$ cat src/rtl/sound_voice_alloc.sv
// Allocates the four mixer channels among edge-detected sound triggers.
// Handles priority, retrigger, stealing and looping sounds, and issues start/stop pulses.

module sound_voice_chan #(
    parameter int IDW = 3
) (
    input  logic           clk,
    input  logic           reset,
    input  logic           set,
    input  logic           clr,
    input  logic           done,
    input  logic [IDW-1:0] wid,
    output logic           valid,
    output logic [IDW-1:0] id
);
    // An allocator write overrides the player's end-of-sample clear.
    always_ff @(posedge clk or posedge reset) begin
        if (reset) begin
            valid <= 1'b0;
            id    <= '0;
        end else if (set) begin
            valid <= 1'b1;
            id    <= wid;
        end else if (clr || done) begin
            valid <= 1'b0;
        end
    end
endmodule

module sound_voice_alloc #(
    parameter int              NREQ      = 8,
    parameter int              NCH       = 4,
    parameter int              IDW       = 3,
    parameter logic [NREQ-1:0] LOOP_MASK = {{(NREQ-1){1'b0}}, 1'b1}
) (
    input  logic                clk,
    input  logic                reset,
    input  logic [NREQ-1:0]     trig,
    input  logic [NCH-1:0]      ch_done,
    output logic [NCH-1:0]      ch_start,
    output logic [NCH-1:0]      ch_stop,
    output logic [NCH*IDW-1:0]  ch_id,
    output logic [NCH-1:0]      ch_active,
    output logic [7:0]          drop_cnt,
    output logic                busy
);
    localparam int CW = $clog2(NCH);

    typedef enum logic {IDLE, ISSUE} state_t;
    state_t state, state_n;

    logic [NREQ-1:0]          trig_d, start_pend, stop_pend;
    logic [NREQ-1:0]          start_set, start_clr, stop_clr;
    logic [NCH-1:0]           valid, wr_set, wr_clr;
    logic [NCH-1:0][IDW-1:0]  id;
    logic [IDW-1:0]           rid_q, s_idx, r_idx, max_id;
    logic [CW-1:0]            tgt_q, tgt, stop_ch, own_ch, free_ch, steal_ch;
    logic                     stop_hit, own_hit, free_hit, steal_ok;
    logic                     take_stop, take_start, grant;

    for (genvar c = 0; c < NCH; c++) begin : g_ch
        sound_voice_chan #(.IDW(IDW)) u_chan (
            .clk   (clk),
            .reset (reset),
            .set   (wr_set[c]),
            .clr   (wr_clr[c]),
            .done  (ch_done[c]),
            .wid   (rid_q),
            .valid (valid[c]),
            .id    (id[c])
        );
        assign ch_id[c*IDW +: IDW] = id[c];
        assign wr_set[c] = (state == ISSUE) && (tgt_q == CW'(c));
        assign wr_clr[c] = take_stop && stop_hit && (stop_ch == CW'(c));
    end

    assign ch_active = valid;
    assign busy      = (state != IDLE) || (|start_pend) || (|stop_pend);

    // Rising edges plus restarts of looping sounds whose trigger is still held.
    always_comb begin
        start_set = trig & ~trig_d;
        for (int c = 0; c < NCH; c++)
            if (ch_done[c] && valid[c] && !wr_set[c] && LOOP_MASK[id[c]] && trig[id[c]])
                start_set[id[c]] = 1'b1;
    end

    always_comb begin
        s_idx = '0;
        r_idx = '0;
        for (int i = NREQ-1; i >= 0; i--) begin
            if (stop_pend[i])  s_idx = IDW'(i);
            if (start_pend[i]) r_idx = IDW'(i);
        end
        stop_hit = 1'b0; stop_ch = '0;
        own_hit  = 1'b0; own_ch  = '0;
        free_hit = 1'b0; free_ch = '0;
        for (int c = NCH-1; c >= 0; c--) begin
            if (valid[c] && id[c] == s_idx) begin stop_hit = 1'b1; stop_ch = CW'(c); end
            if (valid[c] && id[c] == r_idx) begin own_hit  = 1'b1; own_ch  = CW'(c); end
            if (!valid[c])                  begin free_hit = 1'b1; free_ch = CW'(c); end
        end
        // Steal victim: lowest-priority owner; ties resolve to the lowest channel.
        max_id   = id[0];
        steal_ch = '0;
        for (int c = 1; c < NCH; c++)
            if (id[c] > max_id) begin max_id = id[c]; steal_ch = CW'(c); end
        steal_ok = max_id > r_idx;
        tgt = own_hit ? own_ch : (free_hit ? free_ch : steal_ch);
    end

    always_comb begin
        state_n    = state;
        take_stop  = 1'b0;
        take_start = 1'b0;
        grant      = 1'b0;
        start_clr  = '0;
        stop_clr   = '0;
        case (state)
            IDLE: begin
                if (|stop_pend) begin
                    take_stop       = 1'b1;
                    stop_clr[s_idx] = 1'b1;
                end else if (|start_pend) begin
                    take_start       = 1'b1;
                    start_clr[r_idx] = 1'b1;
                    if (own_hit || free_hit || steal_ok) begin
                        grant   = 1'b1;
                        state_n = ISSUE;
                    end
                end
            end
            ISSUE: state_n = IDLE;
        endcase
    end

    always_ff @(posedge clk or posedge reset) begin
        if (reset) begin
            state      <= IDLE;
            trig_d     <= '0;
            start_pend <= '0;
            stop_pend  <= '0;
            tgt_q      <= '0;
            rid_q      <= '0;
            ch_start   <= '0;
            ch_stop    <= '0;
            drop_cnt   <= '0;
        end else begin
            state      <= state_n;
            trig_d     <= trig;
            start_pend <= (start_pend & ~start_clr) | start_set;
            stop_pend  <= (stop_pend & ~stop_clr) | (~trig & trig_d & LOOP_MASK);
            if (grant) begin
                tgt_q <= tgt;
                rid_q <= r_idx;
            end
            ch_start <= wr_set;
            ch_stop  <= wr_clr;
            if (take_start && !grant && drop_cnt != 8'hFF)
                drop_cnt <= drop_cnt + 8'd1;
        end
    end
endmodule

$ cat config.mk
export PLATFORM = sky130hd
export DESIGN_NAME = sound_voice_alloc
export DESIGN_NICKNAME = d
export VERILOG_FILES = /design/src/rtl/sound_voice_alloc.sv
export SDC_FILE = /design/constraint.sdc
export NUM_CORES = 1
export LEC_CHECK = 0
export CAP_MARGIN = 20
export CELL_PAD_IN_SITES_DETAIL_PLACEMENT = 1
export CELL_PAD_IN_SITES_GLOBAL_PLACEMENT = 1
export CORE_ASPECT_RATIO = 0.8
export CORE_MARGIN = 2
export CORE_UTILIZATION = 43
export DETAILED_ROUTE_END_ITERATION = 12
export PLACE_DENSITY_LB_ADDON = 0.25
export SYNTH_ARGS = -nofsm -noshare
export SYNTH_HDL_FRONTEND = slang
export SYNTH_SLANG_ARGS = --single-unit
$ cat constraint.sdc
create_clock -name clk -period 6.4 [get_ports clk]
set_input_delay 0.64 -clock clk [delete_from_list [all_inputs] [get_ports clk]]
set_output_delay 0.64 -clock clk [all_outputs]
set_load 0.005 [all_outputs]
# --- Word-level counts from Yosys, hierarchy flattened ---
# Memory sizes are Yosys's and may differ from the RTL's.
# Cells that the tools add are included.
totals:
  register_bits: 62
  n_memories: 4
  mem_bits_ro: 32
  out_inout_bits: 33
memory_table:
  columns: ["memory", "depth", "word_bits", "read_ports", "rd_ports_with_merged_regs", "write_ports", "line_no", "source"]
  rows:
  - ["(name not given)", 8, 1, 1, 0, 0, "84", "if (ch_done[c] && valid[c] && !wr_set[c] && LOOP_MASK[id[c]] && trig[id[c]])"]
  - ["(name not given)", 8, 1, 1, 0, 0, "84", null]
  - ["(name not given)", 8, 1, 1, 0, 0, "84", null]
  - ["(name not given)", 8, 1, 1, 0, 0, "84", null]
classes:
  reduce_logical: 62
  mux: 99
  n_lt_le_gt_ge: 16
  n_eq_ne: 15
  bitwise_logic: 15
  add_sub_neg: 1
ops:
  columns: ["cell", "n"]
  rows:
  - ["8-bit two-way mux", 9]
  - ["3-bit two-way mux", 19]
  - ["1-bit two-way mux", 44]
  - ["1-bit logical AND", 41]
  - ["8-bit OR", 5]
  - ["2-bit two-way mux", 16]
  - ["8-bit AND", 3]
  - ["3-bit == test", 8]
  - ["3-bit by 4-bit < comparator with 1-bit output, second input constant", 6]
  - ["8-bit inverter", 3]
  - ["1-bit demux with 3-bit select", 6]
  - ["3-bit by 1-bit >= comparator with 1-bit output, second input constant", 6]
  - ["8-bit OR reduction", 2]
  - ["1-bit binary-select mux with 3-bit select", 4]
  - ["3-bit greater-than comparator", 4]
  - ["8-bit by 1-bit adder with 8-bit output, second input constant", 1]
  - ["2-bit == test, second input constant", 4]
  - ["1-bit logical OR", 8]
  - ["8-bit != test, second input constant", 1]
  - ["8-bit by 1-bit OR with 8-bit output", 1]
  - ["2-bit nonzero test", 4]
  - ["1-bit logical NOT", 5]
  - ["2-bit by 1-bit == test with 1-bit output, second input constant", 2]
  - ["2-bit logical NOT", 2]
  - ["other kinds (3)", 4]

# --- Depth between registers and ports, before layout ---
logic_depth:
  ltp_word: 23
  depth_mapped: 26

# --- Modules after synthesis ---
# From an unflattened synthesis, not the netlist that was laid out.
hier_totals:
  cells_unflattened: 334
  hier_area_um2: 3450.8
by_module_without_submodules:
  columns: ["mod", "cells_each", "seq_area_each_um2", "n_inst", "area_per_inst_um2"]
  rows:
  - ["sound_voice_alloc", 294, 1151.1, 1, 2850.2]
  - ["sound_voice_chan", 10, 100.1, 4, 150.1]

# --- Worst setup path before layout ---
# Ideal clock, no wire load.
synth_timing:
  path_type: "reg-to-reg"
  from: "register g_ch[0].u_chan.id[1]"
  to: "register drop_cnt[1]"
  setup_time_ns: 0.128
  stages_incl_launch_ff: 23
  slack_ns: 0.907
  arrival_ns: 5.365
  cell_sequence: "dfrtp_1 -> clkinv_1 -> ha_1 -> nand3b_1 -> a32oi_1 -> mux2_2 -> ha_1 -> nand3b_1 -> a32oi_1 -> mux2_2 -> ha_1 -> nor2b_1 -> o21ai_0 -> a32oi_1 -> o21ai_0 -> ha_1 -> a21o_1 -> a21oi_1 -> a31oi_1 -> or4b_1 -> buf_4 -> nor3_2 -> mux2_1"
synth_between:
  elab_chain_len: 15
synth_lines:
  columns: ["item", "line_no", "source"]
  rows:
  - ["start, declared", "14", "output logic [IDW-1:0] id"]
  - ["start signal, assigned", "23", "id <= wid;"]
  - ["3-bit greater-than comparator", "107", "if (id[c] > max_id) begin max_id = id[c]; steal_ch = CW'(c); end"]
  - ["3-bit two-way mux", "107", null]
  - ["3-bit greater-than comparator", "107", null]
  - ["3-bit two-way mux", "107", null]
  - ["3-bit greater-than comparator", "107", null]
  - ["3-bit two-way mux", "107", null]
  - ["3-bit greater-than comparator", "108", "steal_ok = max_id > r_idx;"]
  - ["1-bit logical OR *", "127", "if (own_hit || free_hit || steal_ok) begin"]
  - ["1-bit two-way mux *", "127", null]
  - ["1-bit two-way mux *", "124", "end else if (|start_pend) begin"]
  - ["1-bit two-way mux *", "121", "if (|stop_pend) begin"]
  - ["1-bit two-way mux *", "119", "case (state)"]
  - ["1-bit logical NOT *", "159", "if (take_start && !grant && drop_cnt != 8'hFF)"]
  - ["1-bit logical AND * (2 in series)", "159", null]
  - ["end signal, assigned", "160", "drop_cnt <= drop_cnt + 8'd1;"]
  - ["end, declared", "44", "output logic [7:0] drop_cnt,"]
# Mark *: on every way between the ends. The rest lies on a longest branch, timed or not.
# A chain may end at the register's enable or synchronous reset.

# --- Final worst setup path ---
layout_timing:
  from: "register g_ch[0].u_chan.id[1]"
  to: "register rid_q[0]"
layout_between:
  elab_chain_len: 12
layout_lines:
  columns: ["item", "line_no", "source"]
  rows:
  - ["3-bit greater-than comparator", "107", null]
  - ["3-bit two-way mux", "107", null]
  - ["3-bit greater-than comparator", "107", null]
  - ["3-bit two-way mux", "107", null]
  - ["3-bit greater-than comparator", "107", null]
  - ["3-bit two-way mux", "107", null]
  - ["3-bit greater-than comparator", "108", null]
  - ["1-bit logical OR *", "127", null]
  - ["1-bit two-way mux *", "127", null]
  - ["1-bit two-way mux *", "124", null]
  - ["1-bit two-way mux *", "121", null]
  - ["1-bit two-way mux *", "119", null]
  - ["end signal, assigned", "155", "rid_q <= r_idx;"]
  - ["end, declared", "56", "logic [IDW-1:0] rid_q, s_idx, r_idx, max_id;"]
# Marked as above.

==> flow_metrics.py <==
metrics = {
    "outcome": {
        "status": "finished, final reports clean",
    },
    "timing": {
        "rsz0062_at_grt": "false",
        "slew_violations": 0,
        "setup-tns-final_ps": 0,
        "setup_slack_ps": 349,
        "hold_viol_final": 0,
        "relSlewSlack": 0.330,
        "worst_pin_slew_ps": 994,
        "whs_ps": 414,
        "finalCriticalPeriod_ps": 6050,
        "finalSetupViolCount": 0,
        "fin_crit_sh": 0.946,
        "fmax_ghz": 0.165,
        "clock_skew_ps": 8.05,
    },
    "cts": {
        "numCtsBuffers": 9,
        "clockRootBuffer": "clkbuf_8",
        "postCtsSetupBuffers": 0,
        "clk_latency_ps": 340,
        "clock_tree.buffer_depth": 2,
        "numClockSinks": 62,
        "tritoncts": "yes",
        "clkTransAtPathRegs_ps": 70,
        "hold_buffers": 0,
        "htree_levels": 3,
    },
    "logic_synthesis": {
        "synth_common_cells": "dfrtp_1, inv_1, o21ai_0",
        "ys_seq_area_frac": 0.448,
        "synth.area.top_cells": "dfrtp_1, ha_1, o21ai_0",
        "synthCells": 352,
        "async_flop_share": 1.00,
        "ys_seq_elements": 62,
        "synth_ff_type": "dfrtp_1",
        "yosysWarnings": 0,
        "avgSynthCellArea_um2": 9.83,
        "synth-edff-count": 0,
        "synth.most_common_cell": "dfrtp_1",
        "yosys.area.top_type": "dfrtp_1",
        "synth_nets": 379,
        "syn_area_um2": 3460,
        "synth_top_area_frac": 0.448,
        "synthDistinctLibCells": 63,
    },
    "pwr": {
        "seqPwrFrac": 0.339,
        "clkPwrFrac": 0.177,
        "p_int_mw": 0.982,
        "power_frac_comb": 0.484,
        "switchingPower_mw": 0.703,
        "p_per_area_nw_per_um2": 403,
        "power_leakage_nw": 1.80,
        "p_sw_frac": 0.417,
        "peakVddDrop_mv": 0.199,
    },
    "die": {
        "die_x_um": 104,
        "start_util": 0.440,
        "io-pin-count": 47,
        "die_area_um2": 8790,
        "die-height_um": 84.2,
        "core_area_um2": 7870,
        "rows": 29,
    },
    "layout": {
        "nets": 426,
        "final_cells": 509,
        "area_growth_pct": 20.9,
        "diodes": 0,
        "drive_above_1_share": 0.0973,
        "final_cell_area_um2": 4180,
    },
    "place": {
        "place_ws_ps": 215,
        "port_buffers": 46,
        "dp_cells": 496,
        "hpwlAfterDp_mm": 6.99,
        "placed_area_um2": 4010,
        "gp_congestion": 0.903,
    },
    "critical_path": {
        "ff2ff_setup_slack_ps": 350,
        "startpoint_type": "register",
        "rr_startpoint": "g_ch[0].u_chan.id[1]",
        "cp-startpoint": "g_ch[0].u_chan.id[1]",
        "worstSetupPathType": "register to register",
        "r2r_end": "rid_q[0]",
        "endpoint": "rid_q[0]",
        "critical_path.max_fanout": 8,
        "critPathArrivalTime_ps": 6280,
        "worst_r2r_path_depth": 21,
        "end_kind": "register",
        "required_ps": 6620,
    },
    "global_route": {
        "grt_pass1_vias": 2924,
        "grt_max_degree": 63,
        "overflow": 0,
        "antenna_found_initial": 0,
        "grt_pass1_wl_mm": 15.3,
        "grt_usage": 0.225,
    },
    "flow_run": {
        "maxCapViolCount": 0,
    },
    "drt": {
        "drt-total-wl_mm": 9.50,
        "via_per_inst": 5.60,
        "ant_nets": 0,
        "drc": 0,
        "drt-pass1-iter-count": 4,
        "via_count": 2850,
        "post_drt_wl_per_cell_um": 18.7,
        "first_iter_violations": 103,
    },
    "min_path": {
        "min_path_type": "register to register",
    },
}
-- metal layers --
| metal | wire length [um] | global-route usage |
|---|---|---|
| met5 | 0 | 0 |
| met3 | 602 | 0.0590 |
| met1 | 4350 | 0.299 |
| met4 | 144 | 0.0639 |
| met2 | 4400 | 0.365 |
-- power groups by stage --
| stage | sequential, mW | combinational [mW] | clock, mW |
|---|---|---|---|
| CTS | 0.568 | 0.775 | 0.307 |
| global placement | 0.571 | 0.728 | 0 |
| global route | 0.582 | 0.908 | 0.323 |
| detailed placement | 0.576 | 0.768 | 0 |
| floorplan | 0.521 | 0.566 | 0 |
| finish | 0.571 | 0.815 | 0.298 |
-- stage by stage --
step	total power [mW]	utilization
CTS	1.65	0.529
global route	1.81	0.531
detailed placement	1.34	0.509
floorplan	1.09	-
global placement	1.30	0.509
finish	1.68	0.531
-- registers in the layout, summed over array words and instances (netlist names) --
register           cells
stop_pend              8
rid_q                  3
ch_stop                4
tgt_q                  2
drop_cnt               8
g_ch.u_chan.id        12
ch_start               4
state                  1
trig_d                 8
start_pend             8
g_ch.u_chan.valid      4
-- worst max-delay path: stages, from the launching register on --
cell	delay, ps
dfrtp_1	370
clkinv_1	210
ha_1	380
nand3b_1	100
a32oi_1	310
mux2_2	400
ha_1	170
nand3b_1	190
a32oi_2	320
mux2_2	400
ha_1	320
nor2b_1	130
o21ai_0	110
a32oi_2	340
o21ai_0	160
ha_1	320
a21o_1	170
a21oi_1	130
a31oi_1	50
or4b_1	700
o21bai_4	290
mux2_1	360
-- area by class of cell --
cell class / count / area [um2]
flip-flops and latches: 62 / 1550
inverters: 35 / 131
clock inverters: 2 / 10.0
well taps: 108 / 135
repair buffers: 48 / 475
multi-input cells: 243 / 1730
fillers: 896 / 3690
clock buffers: 11 / 151
-- cells in the final DEF, fill, tap and decap left out, types with 4 or more instances in the layout --
cell type,n
clkbuf_8,11
o21ai_0,29
nor2_1,14
ha_1,13
nor4_1,5
xnor2_1,14
clkdlybuf4s50_1,46
xor2_1,9
mux2i_1,5
nor2b_1,5
dfrtp_1,62
inv_1,33
nand4_1,9
nand2_1,26
mux2_1,4
nor3_1,13
nand3_1,8
mux2_2,9
a21oi_1,14
nand2b_1,8
-- timing repair --
item / in CTS / in global routing
hold endpoints to repair: 0 / 0
endpoints found under the setup margin: 0 / 7
resized for setup: 0 / 2
-- cells by family after synthesis --
logic type               after synthesis  synth area share
adder cells (fa/ha/maj)               13            0.0470
AO/OA/AOI/OAI                         79             0.154
AND/OR/NAND/NOR                      110             0.179
buffers and inverters                 47            0.0568
XOR/XNOR                              23            0.0582
multiplexers                          18            0.0568
flip-flops                            62             0.448
-- worst min path at each step --
stage	cells after the start	slack (ps)	from	endpoint
CTS	1	420	trig_d[4]	start_pend[4]
finish	1	410	trig_d[4]	start_pend[4]
floorplan	1	400	trig_d[1]	start_pend[1]
detailed placement	1	410	trig_d[7]	start_pend[7]
global placement	1	400	trig_d[4]	start_pend[4]
global route	1	450	trig_d[7]	start_pend[7]
Power figures use the tool's default switching activity.
==> edit 1, RTL diff (same flow settings) <==
The parameter `NCH` goes from 4 to 2.
--- a/src/rtl/sound_voice_alloc.sv
+++ b/src/rtl/sound_voice_alloc.sv
@@ -29,7 +29,7 @@
 
 module sound_voice_alloc #(
     parameter int              NREQ      = 8,
-    parameter int              NCH       = 4,
+    parameter int              NCH       = 2,
     parameter int              IDW       = 3,
     parameter logic [NREQ-1:0] LOOP_MASK = {{(NREQ-1){1'b0}}, 1'b1}
 ) (
Ports: changed (5 resized); port bits go from 47 to 33. No check against the original RTL was run, so the function may have changed too.
==> edit 1 against the unedited design <==
  * Power down 29%
  * Worst setup slack better by 2.2 ns
  * Count of clock-buffer cells in the layout shrank 6
  * Sequential cell count down 13
  * Design area decreased by 24%
  * Area after synthesis fell by 24%
  * Critical path depth is 8 lower
  * Largest power group unchanged
  * Die area down 23%
  * Routed wire length fell by 25%
  * Highest routed layer unchanged
  * Utilization up 0.55 points
==> edit 1: results <==
[finish]
seq_area_sq_mm = 0.00123
nFillCells = 678
fin_cells = 374
multi_input_area_share_pct = 40.3
clock_area_share_pct = 4.22
layout-drive-gt1-share_pct = 10.2

[worst_setup_path]
r2r-end = "rid_q[2]"
worst_ep_arrival_time_ns = 4.08

[run_status]
status = "finished clean"

[global_routing]
grt_use_met3_pct = 4.05
grt_max_degree = 50
grt_use_total_pct = 23.1
grt_pass1_wl_microns = 12000
use_met1_pct = 33.0

[cts]
cts_htree_levels = 2
clk_latency_ns = 0.31
cts.clk_slew.worst_paths_ns = 0.09
cts_made_buffers = 5

[place]
gp_congestion = 0.858
dp_hpwl_microns = 5170

[sta]
max_slew_margin_pct = 53.8
period_share_pct = 60.6

[synth]
ys_types = 57
syn_area_per_cell_sq_um = 10.2
netlist_top_cells_count = "dfrtp_1 (49), inv_1 (25), o21ai_0 (25)"
synth.net_count = 277
synth_area_leaders = "dfrtp_1 (47%), o21ai_0 (4.8%), inv_1 (3.6%)"

[drt]
met2_length_microns = 3270
num_vias = 2151
routedLengthMet1_microns = 3470

[pwr]
p_clk_share_pct = 22.1
power.leakage_uw = 0.00134
## edit 1: worst min-delay path by stage
stage	to	slack (ns)
final	start_pend[4]	0.42
after global routing	start_pend[6]	0.44
after CTS	start_pend[4]	0.43
after detailed placement	start_pend[4]	0.41
after global placement	start_pend[6]	0.40
after floorplan	start_pend[6]	0.39
## edit 1: critical path, cell delays in order, from the launching register on
cell	delay [ns]
dfrtp_1	0.48
inv_1	0.16
ha_1	0.35
nor2b_1	0.12
o21ai_0	0.11
a32oi_1	0.45
o21ai_0	0.17
ha_1	0.31
nor2b_1	0.13
o21a_1	0.16
o21ai_0	0.21
nand3_1	0.32
o31a_4	0.49
mux2_4	0.30
## edit 1: logic make-up after synthesis
group                    share of synthesized area, %
AO/OA/AOI/OAI                                    18.8
XOR/XNOR                                         3.95
adder cells (fa/ha/maj)                          3.33
buffers and inverters                            4.85
flip-flops                                       46.6
multiplexers                                     2.52
AND/OR/NAND/NOR                                  19.9
==> edit 2, RTL diff (config.mk and constraints unchanged) <==
Without the edit above. Make the reset (`reset`) synchronous in 2 clocked blocks.
--- a/src/rtl/sound_voice_alloc.sv
+++ b/src/rtl/sound_voice_alloc.sv
@@ -14,7 +14,7 @@
     output logic [IDW-1:0] id
 );
     // An allocator write overrides the player's end-of-sample clear.
-    always_ff @(posedge clk or posedge reset) begin
+    always_ff @(posedge clk) begin
         if (reset) begin
             valid <= 1'b0;
             id    <= '0;
@@ -134,7 +134,7 @@
         endcase
     end
 
-    always_ff @(posedge clk or posedge reset) begin
+    always_ff @(posedge clk) begin
         if (reset) begin
             state      <= IDLE;
             trig_d     <= '0;
Formal check against the unedited RTL: differs if reset is asserted again (counterexample within 4 cycles, from zero or initial values and one cycle with reset high); with reset held inactive, the same outputs for 4 cycles.
==> edit 2 against the unedited design <==
  * Cell count increased by 26%
  * Area after synthesis increased by 16%
  * Sequential share of layout area decreased by 9.6 points
  * Global-route usage increased by 4.7 points
  * Routed wire length increased by 38%
  * Worst setup slack improved by 0.29 ns
  * Sequential cell count increased by 4
  * Die area increased by 15%
  * Design area increased by 15%
  * Largest cell class unchanged
Power is not compared: it rests on default switching activity, and its combinational part moved more than twofold at a synthesized area within 25%.
==> edit 2: results <==
[worst_setup_path]
cp_slowest_cell = "or4_1"
max_stage_delay_ns = 0.55
cp_max_fo = 11
worst_ep_arrival_time_ns = 6.03

[cts]
cts_root_buf = "clkbuf_16"

[run_status]
status = "finished clean"

[drt]
wl_per_cell_microns = 20.6
drtPass1Iterations = 5
vias_per_cell = 6.05

[place]
dpl.cell_count = 623
gp_congestion = 0.987
placement.cell_area_sq_mm = 0.00451
place_ws_ns = 0.371
dp_hpwl_microns = 9700

[global_routing]
grt_use_total_pct = 27.2
grt_pass1_vias = 4077
grt_max_degree = 75

[synth]
synth_xor_area_share_pct = 3.28
netlist_top_cells_count = "dfxtp_1 (66), nor2_1 (39), nand2_1 (37)"
ys_seq_area_share_pct = 33.0
synthAdderAreaFrac_pct = 4.07
ys_types = 61
synthArstFlopShare_pct = 0
syn_area_per_cell_sq_um = 8.25

[finish]
layout-drive-gt1-share_pct = 9.54

[worst_hold_path]
min_from = "stop_pend[7]"
whs_path_depth = 2
hold-path-endpoint = "stop_pend[7]"

[sta]
post-route-min-period_ns = 5.77
fin_worst_hold_slack_ns = 0.461
edit 2: cell type report:
| type | count | area [sq um] |
|---|---|---|
| clock buffer | 9 | 225 |
| tap | 115 | 144 |
| sequential | 66 | 1320 |
| multi-input combinational | 369 | 2470 |
| timing repair buffer | 53 | 508 |
| inverter | 20 | 75.1 |
| clock inverter | 7 | 52.6 |
| fill | 1101 | 4240 |
edit 2: per-layer routing:
layer  share of wire, %  track usage (%)  wire length (microns)
met1                 46             36.9                   6080
met5                  0                0                      0
met3                5.7             6.85                    744
met2                 47             43.7                   6160
met4                1.3             6.58                    174
edit 2: timing repair:
item	4_1_cts	5_1_grt
gates resized for setup	0	3
buffers inserted	0	0
setup endpoints to repair	0	12
edit 2: power by group:
part           switching, uW  internal (uW)  total (uW)
Combinational           99.3           69.6         169
Clock                    199            264         463
Sequential              20.5            426         446
Total                    319            759        1080
